`config.mk`:
```
export PLATFORM = sky130hd
export DESIGN_NAME = regfile_wb_arbiter
export DESIGN_NICKNAME = d
export VERILOG_FILES = /design/src/rtl/regfile_wb_arbiter.sv
export SDC_FILE = /design/constraint.sdc
export NUM_CORES = 1
export LEC_CHECK = 0
export CAP_MARGIN = 40
export CORE_UTILIZATION = 48
export DETAILED_ROUTE_END_ITERATION = 12
export PLACE_DENSITY = 0.87
export SLEW_MARGIN = 20
export SYNTH_ARGS = -nofsm -noshare
export SYNTH_HDL_FRONTEND = slang
export SYNTH_SLANG_ARGS = --single-unit
```
`constraint.sdc`:
```
create_clock -name clk -period 3.8 [get_ports clk]
set_clock_uncertainty 0.1 [all_clocks]
set_input_delay 0.57 -clock clk [delete_from_list [all_inputs] [get_ports clk]]
set_output_delay 0.57 -clock clk [all_outputs]
set_load 0.01 [all_outputs]
```
`src/rtl/regfile_wb_arbiter.sv`:
```
// regfile_wb_arbiter
//   Arbitrates two writeback sources (ALU and load unit) onto a single
//   register-file write port. It also keeps a scoreboard of registers that
//   have outstanding writes and counts cycles in which both sources compete.
//
// Ports
//   clk, reset                 clock; synchronous active-low reset
//   alu_valid/rd/data, alu_ready   ALU writeback request and grant
//   mem_valid/rd/data, mem_ready   load writeback request and grant
//   alloc_valid, alloc_rd      issue-stage allocation of an outstanding write
//   rs1_query/rs2_query        hazard queries -> rs1_busy/rs2_busy
//   wr_en, wr_addr, wr_data    registered register-file write port
//   pending                    scoreboard bitmap (bit 0 always 0)
//   conflict_cnt               saturating count of dual-request cycles
module regfile_wb_arbiter #(
  parameter int unsigned CNT_W = 16
) (
  input  logic             clk,
  input  logic             reset,
  input  logic             alu_valid,
  input  logic [4:0]       alu_rd,
  input  logic [31:0]      alu_data,
  output logic             alu_ready,
  input  logic             mem_valid,
  input  logic [4:0]       mem_rd,
  input  logic [31:0]      mem_data,
  output logic             mem_ready,
  input  logic             alloc_valid,
  input  logic [4:0]       alloc_rd,
  input  logic [4:0]       rs1_query,
  input  logic [4:0]       rs2_query,
  output logic             rs1_busy,
  output logic             rs2_busy,
  output logic             wr_en,
  output logic [4:0]       wr_addr,
  output logic [31:0]      wr_data,
  output logic [31:0]      pending,
  output logic [CNT_W-1:0] conflict_cnt
);

  typedef enum logic {
    GNT_ALU = 1'b0,
    GNT_MEM = 1'b1
  } grant_e;

  grant_e           last_grant_q, last_grant_d;
  logic             wr_en_q, wr_en_d;
  logic [4:0]       wr_addr_q, wr_addr_d;
  logic [31:0]      wr_data_q, wr_data_d;
  logic [31:0]      pending_q, pending_d;
  logic [CNT_W-1:0] cnt_q, cnt_d;

  logic             hs;
  logic [4:0]       hs_rd;
  logic [31:0]      hs_data;

  // Grant: a lone requester always wins; on a conflict the side that was
  // not granted last wins. Nothing is granted while reset is held low.
  always_comb begin
    alu_ready = 1'b0;
    mem_ready = 1'b0;
    if (reset) begin
      if (alu_valid && (!mem_valid || last_grant_q == GNT_MEM)) begin
        alu_ready = 1'b1;
      end else if (mem_valid) begin
        mem_ready = 1'b1;
      end
    end
  end

  assign hs      = alu_ready | mem_ready;
  assign hs_rd   = alu_ready ? alu_rd : mem_rd;
  assign hs_data = alu_ready ? alu_data : mem_data;

  always_comb begin
    last_grant_d = last_grant_q;
    if (alu_ready) begin
      last_grant_d = GNT_ALU;
    end else if (mem_ready) begin
      last_grant_d = GNT_MEM;
    end

    // Writes to x0 are accepted but never reach the register file;
    // address/data only move when a real write is issued.
    wr_en_d   = hs && (hs_rd != 5'd0);
    wr_addr_d = wr_addr_q;
    wr_data_d = wr_data_q;
    if (wr_en_d) begin
      wr_addr_d = hs_rd;
      wr_data_d = hs_data;
    end

    // Clear before set so a same-edge allocation of the retiring register
    // survives: the new writer owns the bit.
    pending_d = pending_q;
    if (hs) begin
      pending_d[hs_rd] = 1'b0;
    end
    if (alloc_valid) begin
      pending_d[alloc_rd] = 1'b1;
    end
    pending_d[0] = 1'b0;

    cnt_d = cnt_q;
    if (alu_valid && mem_valid && (cnt_q != '1)) begin
      cnt_d = cnt_q + CNT_W'(1);
    end
  end

  always_ff @(posedge clk) begin
    if (!reset) begin
      last_grant_q <= GNT_MEM;
      wr_en_q      <= 1'b0;
      wr_addr_q    <= '0;
      wr_data_q    <= '0;
      pending_q    <= '0;
      cnt_q        <= '0;
    end else begin
      last_grant_q <= last_grant_d;
      wr_en_q      <= wr_en_d;
      wr_addr_q    <= wr_addr_d;
      wr_data_q    <= wr_data_d;
      pending_q    <= pending_d;
      cnt_q        <= cnt_d;
    end
  end

  // Bit 0 of the scoreboard is forced low, so a query of x0 is never busy.
  assign rs1_busy     = pending_q[rs1_query];
  assign rs2_busy     = pending_q[rs2_query];
  assign wr_en        = wr_en_q;
  assign wr_addr      = wr_addr_q;
  assign wr_data      = wr_data_q;
  assign pending      = pending_q;
  assign conflict_cnt = cnt_q;

endmodule

```
==> impl_table.tex <==
\begin{tabular}{lr}
\hline
Metric & Value \\
\hline
\multicolumn{2}{l}{\textbf{Placement}} \\
\quad HPWL after detailed placement & 11,080 um \\
\quad Number of cells after detailed placement & 808 \\
\quad GPL Wtd Cong & between 0.9 and 1 \\
\quad Port Buf Inserts & approximately 180 \\
\quad Worst setup timing slack at the placement stage & 264.0 ps \\
\multicolumn{2}{l}{\textbf{CTS}} \\
\quad Clock-pin slew reported for the worst setup and hold paths after clock tree synthesis & 80 ps \\
\quad Maximum root-to-sink buffer count & 2 \\
\quad Clock insertion delay at the later pin of the skew report & 350 ps \\
\quad Deepest level of the CTS H-tree & 3 \\
\quad CTS tree & done \\
\quad Clk sinks & 86 \\
\quad Post-CTS Repair Setup Buffers & 0 \\
\quad Number of buffers created by CTS & 9 \\
\quad Post-CTS sizing & 0 \\
\quad Post-CTS Hold Fix Bufs & 0 \\
\quad Root buffer cell & clkbuf\_8 \\
\multicolumn{2}{l}{\textbf{STA}} \\
\quad Total negative slack & 0 ps \\
\quad Fraction of the cycle the final worst path needs & 0.9350 \\
\quad Post-layout minimum cycle time & 3553 ps \\
\quad Final slew viol count & 0 \\
\quad Fin worst setup slack & 247.0 ps \\
\quad Transition time at the pin with the least slew margin & between 600 and 700 ps \\
\quad Achievable Freq & 281.5 MHz \\
\quad Setup violation total in the final timing report & 0 \\
\quad Final hold violations & 0 \\
\quad Setup repair after global routing missed its margin & false \\
\quad Slew Limit Headroom & 0.5977 \\
\multicolumn{2}{l}{\textbf{Job}} \\
\quad Max Cap Viol & 0 \\
\multicolumn{2}{l}{\textbf{Drt}} \\
\quad Number of routed nets with antenna violations & 0 \\
\quad Detailed Route Iter0 Violations & 280 \\
\quad Average routed wire per standard cell & 17.56 um \\
\quad Drt first pass iters & 5 \\
\quad Routed wire length & 14,430 um \\
\quad Residual DRC count & 0 \\
\quad Via density per instance & 5.922 \\
\quad Routed vias & 4,868 \\
\multicolumn{2}{l}{\textbf{Power and ir drop}} \\
\quad PD cells & $\sim$320 nW/um2 \\
\quad Seq pwr share & 0.478 \\
\quad Net switching power & between 0.0005 and 0.0006 W \\
\quad Pleak & 2.559 nW \\
\quad PnR Total Power & 0.002127 W \\
\quad Cell-internal power & about 0.0015 W \\
\quad Combinational share of power & 0.234 \\
\quad Clk network pwr share & 0.288 \\
\quad Switching fraction of total power & 0.2800 \\
\quad Maximum vdd drop & 0.2086 mV \\
\multicolumn{2}{l}{\textbf{Setup path}} \\
\quad Cells along the critical path & clkdlybuf4s50\_1 -> mux4\_2 -> a32o\_1 -> a221o\_1 -> clkdlybuf4s50\_1 \\
\quad Startpoint of the worst register-to-register path & last\_grant\_q\$\_SDFFE\_PN1N\_ \\
\quad Setup crit start kind & input pin \\
\quad Maximum single-stage delay on the critical path & 690 ps \\
\quad Buffer and inverter count on the worst path & 2 \\
\quad Highest-delay cell along the critical path & clkdlybuf4s50\_1 \\
\quad Arrival time of data at the critical path endpoint & 2880 ps \\
\quad Kind of cell adding the most delay to the critical path & buffers and inverters \\
\quad Crit Path Max Fanout & 8 \\
\quad Critical path origin & rs2\_query[0] \\
\quad CP required & 3130 ps \\
\quad Kind of end point of the critical path & output port \\
\quad Crit Path Class & in -> out \\
\quad Dominant cell type by count on the critical path & clkdlybuf4s50\_1 \\
\multicolumn{2}{l}{\textbf{Floorplanning}} \\
\quad DIE HEIGHT & 100.9 um \\
\quad Total die area & 10,180 um2 \\
\quad Core outline area & 9371 um2 \\
\quad Placement Rows & 35 \\
\quad Starting density of the core & 0.5012 \\
\quad Die X & 100.9 um \\
\quad Top-Level Pins & 184 \\
\multicolumn{2}{l}{\textbf{Cells and area}} \\
\quad Top library cells by usage in the layout, fill and taps aside & clkdlybuf4s50\_1, dfxtp\_1, nand3\_1, nand2\_1, o21ai\_0 \\
\quad Most common cell after layout, fill and taps aside & clkdlybuf4s50\_1 \\
\quad Non-filler cells, final & approximately 820 \\
\quad Proportion of layout cells with a drive suffix above 1 & 0.08081 \\
\quad Multi-input gate area in the final layout & 2671 um2 \\
\quad Post-synthesis to final-layout area growth & 42.54\% \\
\quad Final net count & 785 \\
\quad N\_diodes & 0 \\
\quad Post-route core utilization & 0.7144 \\
\quad Filler cell count & 730 \\
\quad Register Area & 1722 um2 \\
\multicolumn{2}{l}{\textbf{Global route}} \\
\quad Largest net degree at the start of global routing & 72 \\
\quad Global-route wire length before repair & 22,820 um \\
\quad Met1 layer usage reported by global route & 0.3494 \\
\quad Global router's overall resource usage & 0.2896 \\
\quad Grt ovf & 0 \\
\quad Via count of the first global-routing pass & $\sim$4,600 \\
\quad Number of antenna violations at the first check in global routing & 0 \\
\quad Met2 layer usage reported by global route & 0.4984 \\
\quad Met3 Resource Use GR & 0.07351 \\
\quad Layer with the highest usage after global routing & met2 \\
\multicolumn{2}{l}{\textbf{Min path}} \\
\quad Hold path startpoint & wr\_data[6]\$\_SDFFE\_PN0P\_ \\
\quad Kind of path behind the tightest hold check & reg -> reg \\
\multicolumn{2}{l}{\textbf{Yosys}} \\
\quad Warnings from Yosys & 0 \\
\quad Sequential share of the synthesized area & 0.3665 \\
\quad Netlist area before placement & 4697 um2 \\
\quad Count of unique library cells instantiated by Yosys & 66 \\
\quad Dominant register cell in the synthesized netlist & dfxtp\_1 \\
\quad Fraction of synthesis flops using an asynchronous set or reset pin & 0 \\
\quad Total nets after synthesis & approximately 620 \\
\quad Number of synthesized flops with an enable pin & 0 \\
\quad Count of state elements after synthesis & 86 \\
\quad Cell count after synthesis & between 500 and 600 \\
\quad Average cell area after synthesis & 8.896 um2 \\
\multicolumn{2}{l}{\textbf{Status}} \\
\quad Run status & complete, no violations \\
\hline
\end{tabular}
power groups by stage:
stage	Clock, W	Sequential [W]	Combinational, W
3_3_place_gp	0	0.00103	0.000484
4_1_cts	0.000615	0.00102	0.000499
5_1_grt	0.000661	0.00102	0.000536
3_5_place_dp	0	0.00104	0.000497
6_report	0.000612	0.00102	0.000499
2_1_floorplan	0	0.00105	0.000206
worst paths after layout:
| path | end | slack (ps) | cells after the start |
|---|---|---|---|
| max | rs2_busy | 250 | 5 |
| min | wr_data[6]$_SDFFE_PN0P_ | 360 | 2 |
| max reg2reg | pending[28]$_SDFF_PN0_ | 1390 | 6 |
| min reg2reg | wr_data[6]$_SDFFE_PN0P_ | 360 | 2 |
cells in the mapped netlist (4+ instances only):
master,instances,area share
dfxtp_1,86,0.37
nand2_1,52,0.042
nand3_1,52,0.055
o21ai_0,50,0.053
mux2i_1,36,0.077
nor2_1,36,0.029
inv_1,22,0.018
clkbuf_1,14,0.011
mux4_2,14,0.067
a31oi_1,11,0.015
a21oi_1,9,0.0096
a32oi_1,9,0.017
o311ai_0,8,0.015
buf_2,7,0.0075
buf_4,7,0.011
nand4_1,7,0.0093
and4_1,6,0.011
o311ai_1,6,0.011
nor3_1,5,0.0053
xor2_1,5,0.0093
buf_1,4,0.0032
buf_6,4,0.0096
nand4b_1,4,0.0075
nor2b_1,4,0.0053
o21ai_1,4,0.0043
xnor2_1,4,0.0075
kinds of logic (layout without fill, tap and decap cells):
group                    count (synthesis)  in the layout  share of synthesized area
AO/OA/AOI/OAI                          128            128                     0.1907
XOR/XNOR                                 9              9                    0.01678
adder cells (fa/ha/maj)                  1              1                   0.002663
buffers and inverters                   62            227                    0.06473
flip-flops                              86             86                     0.3665
multiplexers                            52             52                     0.1486
other                                    1              1                  0.0007984
AND/OR/NAND/NOR                        189            189                     0.2091
tightest hold or removal path, cell delays in order (launching register included):
cell and delay [ps]:
dfxtp_1 320, nand3_1 60, o21ai_1 50
layer usage:
metal | part of all wire | vias to the layer above
met3 | 0.094 | 38
met5 | 0 | -
met4 | 0.023 | 0
met1 | 0.39 | 2263
li1 | - | 2280
met2 | 0.49 | 287
flip-flops by register name (all words and copies together) (netlist names):
| name | flops |
|---|---|
| conflict_cnt | 16 |
| last_grant_q | 1 |
| pending | 31 |
| wr_addr | 5 |
| wr_data | 32 |
| wr_en | 1 |
area by class of cell:
class / instances / share of cell area
Multi-Input combinational cell: 380 / 0.3990
Timing Repair Buffer: 190 / 0.2803
Sequential cell: 86 / 0.2571
Tap cell: 129 / 0.02411
Clock buffer: 10 / 0.01906
Inverter: 23 / 0.01289
Clock inverter: 4 / 0.007475
metrics by stage:
stage	hold slack (ps)	cell area, um2
6_report	361.3	6695
3_3_place_gp	350.5	6518
4_1_cts	363.8	6695
5_1_grt	381.6	6695
3_5_place_dp	354.1	6518
2_1_floorplan	384.2	4697
(Power assumes the default switching activity.)
